## src/rtl/dense_serializer.sv

```systemverilog
// dense_serializer: accepts one N-element vector per valid/ready handshake into a
// two-slot ping-pong buffer and streams the elements out one at a time, holding
// each element on data_o for STRIDE cycles. Consecutive vectors stream without bubbles.
module dense_serializer #(
    parameter int N          = 7,
    parameter int DATA_WIDTH = 8,
    parameter int STRIDE     = 2
) (
    input  logic                    clk,
    input  logic                    rstn,
    input  logic                    valid_i,
    input  logic [N*DATA_WIDTH-1:0] data_i,
    output logic                    ready_o,
    output logic [DATA_WIDTH-1:0]   data_o,
    output logic                    valid_o,
    output logic                    last_o,
    output logic                    busy_o
);

    localparam int IDXW = (N > 1) ? $clog2(N) : 1;
    localparam int SCW  = (STRIDE > 1) ? $clog2(STRIDE) : 1;
    localparam logic [IDXW-1:0] IDX_LAST = IDXW'(N - 1);
    localparam logic [SCW-1:0]  SC_LAST  = SCW'(STRIDE - 1);

    typedef enum logic {
        IDLE,
        EMIT
    } state_t;

    state_t                  state_q, state_d;
    logic [1:0]              full_q, full_d;
    logic                    wr_q, wr_d;
    logic                    rd_q, rd_d;
    logic [IDXW-1:0]         idx_q, idx_d;
    logic [SCW-1:0]          sc_q, sc_d;
    logic [N*DATA_WIDTH-1:0] slot_q [2];
    logic [N*DATA_WIDTH-1:0] slot_d [2];
    logic [DATA_WIDTH-1:0]   data_q, data_d;
    logic                    valid_q, valid_d;
    logic                    last_q, last_d;
    logic                    busy_q, busy_d;
    logic                    accept;

    // Combinational ready: a slot is free and the block is out of reset.
    assign ready_o = rstn && !(full_q[0] && full_q[1]);
    assign accept  = valid_i && ready_o;

    assign data_o  = data_q;
    assign valid_o = valid_q;
    assign last_o  = last_q;
    assign busy_o  = busy_q;

    // Control and registered output state; reset discards both slots.
    always_ff @(posedge clk) begin
        if (!rstn) begin
            state_q <= IDLE;
            full_q  <= '0;
            wr_q    <= 1'b0;
            rd_q    <= 1'b0;
            idx_q   <= '0;
            sc_q    <= '0;
            data_q  <= '0;
            valid_q <= 1'b0;
            last_q  <= 1'b0;
            busy_q  <= 1'b0;
        end else begin
            state_q <= state_d;
            full_q  <= full_d;
            wr_q    <= wr_d;
            rd_q    <= rd_d;
            idx_q   <= idx_d;
            sc_q    <= sc_d;
            data_q  <= data_d;
            valid_q <= valid_d;
            last_q  <= last_d;
            busy_q  <= busy_d;
        end
    end

    // Slot storage; contents are qualified by the full flags, so no reset needed.
    always_ff @(posedge clk) begin
        slot_q[0] <= slot_d[0];
        slot_q[1] <= slot_d[1];
    end

    // Accept path, output FSM, and next values of the registered outputs.
    always_comb begin
        state_d   = state_q;
        full_d    = full_q;
        wr_d      = wr_q;
        rd_d      = rd_q;
        idx_d     = idx_q;
        sc_d      = sc_q;
        slot_d[0] = slot_q[0];
        slot_d[1] = slot_q[1];
        data_d    = '0;
        valid_d   = 1'b0;
        last_d    = 1'b0;

        // wr always points at the free slot when ready_o is high, so an accept
        // never collides with the slot being released in the same edge.
        if (accept) begin
            slot_d[wr_q] = data_i;
            full_d[wr_q] = 1'b1;
            wr_d         = ~wr_q;
        end

        case (state_q)
            IDLE: begin
                if (full_q[rd_q]) begin
                    state_d = EMIT;
                    idx_d   = '0;
                    sc_d    = '0;
                end
            end
            EMIT: begin
                if (sc_q == SC_LAST) begin
                    sc_d = '0;
                    if (idx_q == IDX_LAST) begin
                        full_d[rd_q] = 1'b0;
                        rd_d         = ~rd_q;
                        idx_d        = '0;
                        state_d      = full_q[~rd_q] ? EMIT : IDLE;
                    end else begin
                        idx_d = idx_q + 1'b1;
                    end
                end else begin
                    sc_d = sc_q + 1'b1;
                end
            end
            default: state_d = IDLE;
        endcase

        // Outputs are registered, so they are computed from the next state.
        if (state_d == EMIT) begin
            valid_d = 1'b1;
            data_d  = slot_q[rd_d][int'(idx_d)*DATA_WIDTH +: DATA_WIDTH];
            last_d  = (idx_d == IDX_LAST);
        end
        busy_d = full_d[0] || full_d[1];
    end

endmodule

```

## config.mk

```make
export PLATFORM = sky130hd
export DESIGN_NAME = dense_serializer
export DESIGN_NICKNAME = d
export VERILOG_FILES = /design/src/rtl/dense_serializer.sv
export SDC_FILE = /design/constraint.sdc
export NUM_CORES = 1
export LEC_CHECK = 0
export CORE_ASPECT_RATIO = 1.5
export CORE_MARGIN = 10
export CORE_UTILIZATION = 55
export DETAILED_ROUTE_END_ITERATION = 8
export HOLD_SLACK_MARGIN = 0.12
export PLACE_DENSITY_LB_ADDON = 0.2
export SKIP_CTS_REPAIR_TIMING = 1
export SLEW_MARGIN = 30
export SYNTH_ARGS = -nofsm -noshare
export SYNTH_HDL_FRONTEND = slang
export SYNTH_SLANG_ARGS = --single-unit
```

## constraint.sdc

```tcl
create_clock -name clk -period 10.05 [get_ports clk]
set_input_delay 1.5075 -clock clk [delete_from_list [all_inputs] [get_ports clk]]
set_output_delay 1.5075 -clock clk [all_outputs]
set_load 0.02 [all_outputs]
```

=== After elaboration in Yosys (flattened, before gate mapping) ===
Memories as Yosys holds them, arrays and structs flattened.
Cells that the tools add are included.

* Flip-flop bits (word level): 20
* Memory bits (writable): 112
* Input port bits: 59
* Output and inout port bits: 12
* Logic and storage cells: 72
* Memories: 1

* $add $sub $neg: 2
* Magnitude comparators: 7
* Eq/ne operators: 3
* Shift-type cells: 1
* Mux-type cells: 32
* Bitwise logic cells: 7
* Reduce and logical (&&, ||, !) cells: 9

{| class="wikitable"
|+ Memories
! memory !! depth !! width !! read ports !! clocked after memory_dff !! write ports !! RTL line !! text
|-
| slot_q || 2 || 56 || 3 || 0 || 2 || 36 || <nowiki>logic [N*DATA_WIDTH-1:0] slot_q [2];</nowiki>
|}

{| class="wikitable"
|+ Operators with widths
! kind !! number
|-
| 112-bit bitwise mux || 1
|-
| 112-bit 2-to-1 mux || 1
|-
| 56-bit demux with 1-bit select || 1
|-
| 56-bit 2-to-1 mux || 1
|-
| 56-bit by 7-bit variable part select with 8-bit output || 1
|-
| 1-bit 2-to-1 mux || 16
|-
| 3-bit 2-to-1 mux || 3
|-
| 2-bit 2-to-1 mux || 4
|-
| 3-bit equality test (second input constant) || 2
|-
| 1-bit logical AND || 6
|-
| 1-bit by 2-bit < comparator with 1-bit output (second input constant) || 3
|-
| 3-bit case mux with 2 select lines || 1
|-
| 1-bit case mux with 2 select lines || 2
|-
| 3-bit by 1-bit adder with 3-bit output (second input constant) || 1
|-
| 1-bit inverter || 3
|-
| 2-bit bitwise AND || 1
|-
| 1-bit demux with 1-bit select || 2
|-
| 1-bit greater-or-equal comparator (second input constant) || 2
|-
| 2-bit greater-or-equal comparator (second input constant) || 1
|-
| 2-bit by 1-bit < comparator with 1-bit output (second input constant) || 1
|-
| 2-bit inequality test (second input constant) || 1
|-
| 1-bit inverter with 2-bit output || 1
|-
| 2-bit inverter || 1
|-
| 2-bit bitwise OR || 1
|-
| other kinds (4) || 4
|}

=== Longest topological paths before layout ===
* Depth in word-level cells: 11
* Gate-level depth with buffers: 9

=== Least setup slack after synthesis ===
No wires, ideal clock.

* Path kind: input port to flip-flop
* From: input port rstn
* To: memory slot_q[0][0] (netlist name), enable pin
* Setup time: 472 ps
* Data arrival time: 4,677 ps
* Required time: 9,578 ps
* Setup slack: 4,901 ps
* Cell stages on the path: 4
* Cell sequence: clkinv_1 a21oi_1 nand2_1 nor2_1

{| class="wikitable"
|+ RTL lines
! what !! RTL line !! text
|-
| from (decl) || 10 || <nowiki>input logic rstn,</nowiki>
|-
| to (decl) || 36 ||
|}

=== Worst setup path after layout ===
* From: input port rstn
* To: output port ready_o

* Word-level cells in the longest chain between the ends: 1

{| class="wikitable"
|+ Ends and longest elaborated chain
! what !! RTL line !! text
|-
| 1-bit logical AND || 45 || <nowiki>assign ready_o = rstn && !(full_q[0] && full_q[1]);</nowiki>
|-
| to (decl) || 13 || <nowiki>output logic ready_o,</nowiki>
|}

No other way between the ends.

==> results.cfg <==
[placed_design]
final_hpwl_from_detailed_placement_um = 7500
io_buffers = 70
globalplace.congestion = 0.831

[yosys]
synthTopCellsByCount = 112 x edfxtp_1, 41 x nand2_1, 19 x dfxtp_1
netlist_top_cells_area = edfxtp_1 65%, dfxtp_1 7.4%, nand2_1 3.0%
yosysTopAreaCell = edfxtp_1
synth_nets = 406
async_flop_share = 0
synth_edf_count = 112
post_synth.cell_area_avg_um2 = 14.9
dominantRegCellSynth = edfxtp_1
flip_flop_and_latch_count_after_synthesis = 131
yosysWarningCount = 0
mappedNetlistArea_mm2 = 0.00516
synth.top_cell.area_share = 0.651
distinct_cell_type_count_of_the_synthesized_netlist = 55
syn_inst = 347
post-synth-top-count-cell = edfxtp_1
synth-seq-area-share = 0.725

[route]
first_drt_pass_iteration_count = 5
route.detailed.wl_per_inst_um = 21.1
first_iter_violations = 242
vias = 3261
drcViolationCount = 0
ant_nets = 0
route.final.wire_length_um = 11500
vias_per_cell = 5.96

[global_route]
maximum_number_of_pins_on_one_net_before_global_route_repair = 58
global_route_wire_length_before_repair_um = 18200
antenna_found_initial = 0
globalRoute.totalOverflow = 0
first_global_vias = 3502
grt_usage = 0.170

[sta]
final-hold-violation-count = 0
rsz_0062_raised_after_global_routing = false
worst_clock_skew_ps = 9.75
finalWorstPathRequiredPeriod_ps = 4680
fin_hold_ws_ps = 556
fin_setup_tns_ps = 0
max_slew_margin = 0.480
timing_worst_slew_pin_value_ps = 774
final-setup-viol-count = 0
maxClockFrequency_mhz = 214
slew_violations = 0
finalCritPeriodShare = 0.466

[setup_path]
critical-path-slowest-cell = clkdlybuf4s50_1
slowest_delay_ps = 660
startpoint_type = input pin
crit_top_cell = clkdlybuf4s50_1
path_cells = clkdlybuf4s50_1 -> clkinv_1 -> a21oi_1 -> clkdlybuf4s50_1
critical_path_peak_fanout = 10
cp_data_arrival_time_ps = 3170
worstSetupStartpoint = rstn
cp_data_required_time_ps = 8540
path_class = in -> out
setup.worst_path.end_class = primary output
worst-r2r-cell-count = 7
worstReg2RegStart = state_q

[power]
leakagePower_nw = 2.38
pwr_density_cell_mw_per_mm2 = 187
vdd_ir_drop_max_v = 0.000144

[clock_tree]
clkTransAtPathRegs_ps = 50
numCtsBuffers = 17
cts_htree_levels = 4
numClockSinks = 131
root_buffer = clkbuf_16
clock_insertion_delay_worst_skew_ps = 410
cts_tree = built
max-clock-path-buffers = 2

[status]
outcome = finished, final reports clean

[min_path]
hold_path.startpoint = full_q[1]
min_path_type = reg -> reg
whs_path_depth = 2

[finish]
final_core_utilization = 0.706
fill_cells = 606
n_antenna_cell = 0
drive_above_1_share = 0.113
num-nets-final = 483
area_growth_pct = 25.7

[die]
die_w_um = 99.1
die_height_um = 139
core_area_mm2 = 0.00920
io_pins = 71
fp.dieArea_mm2 = 0.0137
row_count = 43
initial_core_util = 0.561

[flow_run]
max-cap-violations = 0
[power by group]
part / switching [mW] / internal (mW) / total [mW]
clock: 0.197 / 0.331 / 0.528
combinational: 0.0329 / 0.0351 / 0.0680
sequential: 0.00787 / 0.613 / 0.621
total: 0.238 / 0.979 / 1.22
[worst max-delay path, delay by kind of cell]
family / cells / cell delay (ps)
buffers and inverters: 3 / 1390
AO/OA/AOI/OAI: 1 / 290
[final cells by class]
class / count / area [µm²] / area share
tap: 112 / 140 / 0.0216
inverter: 6 / 22.5 / 0.00347
timing repair buffer: 75 / 738 / 0.114
multi-input combinational: 193 / 1340 / 0.206
sequential: 131 / 3740 / 0.577
clock buffer: 21 / 440 / 0.0678
clock inverter: 9 / 66.3 / 0.0102
[kinds of logic (layout without fill, tap and decap cells)]
| family | after synthesis | after routing | share of synthesized area |
|---|---|---|---|
| DFF | 131 | 131 | 0.725 |
| and+or+nand+nor | 92 | 92 | 0.0894 |
| AOI/OAI and AO/OA | 78 | 78 | 0.115 |
| buffers and inverters | 23 | 111 | 0.0230 |
| muxes | 22 | 22 | 0.0458 |
| xor gates and xnor gates | 1 | 1 | 0.00170 |
[worst paths after layout]
| check | to | slack [ps] |
|---|---|---|
| max | ready_o | 5370 |
| min | full_q[1] | 560 |
| max reg2reg | data_o[1] | 7130 |
| min reg2reg | full_q[1] | 560 |
[flip-flops by register name (all words and copies together), names as in the netlist]
register  count
idx_q         3
rd_q          1
full_q        2
slot_q      112
state_q       1
last_o        1
busy_o        1
data_o        8
wr_q          1
sc_q          1
[per-stage QoR]
stage | power [mW] | cells | cell area, µm² | worst slack [ps]
detailed placement | 0.699 | 517 | 5980 | 5370
global placement | 0.696 | 517 | 5970 | 5380
CTS | 1.22 | 547 | 6490 | 5360
floorplan | 0.658 | 347 | 5160 | 4900
finish | 1.22 | 547 | 6490 | 5370
global route | 1.26 | 547 | 6490 | 5270
[cell usage in the layout (no fill, tap or decap), drive strengths merged, types with 2 or more instances in the layout]
cell,synthesis,routed
a211oi,11,11
nor2b,2,2
a31oi,5,5
a211o,7,7
clkdlybuf4s50,0,70
clkbuf,3,21
a311oi,7,7
a41oi,2,2
or3,2,2
mux2i,12,12
a21oi,10,10
a2111o,2,2
edfxtp,112,112
a22oi,4,4
dfxtp,19,19
a2111oi,3,3
o21ai,9,9
buf,14,5
clkinv,1,8
mux2,10,10
nand2,42,42
and3,15,15
a221oi,5,5
nor2,14,14
nor3b,2,2
inv,5,5
nand3,8,8
[layer usage]
layer | global-route usage | part of all wire
met5 | 0 | 0
met4 | 0.0643 | 0.017
met3 | 0.0529 | 0.069
met2 | 0.311 | 0.55
met1 | 0.173 | 0.36
Note: power is estimated with default switching activity, not from simulation.
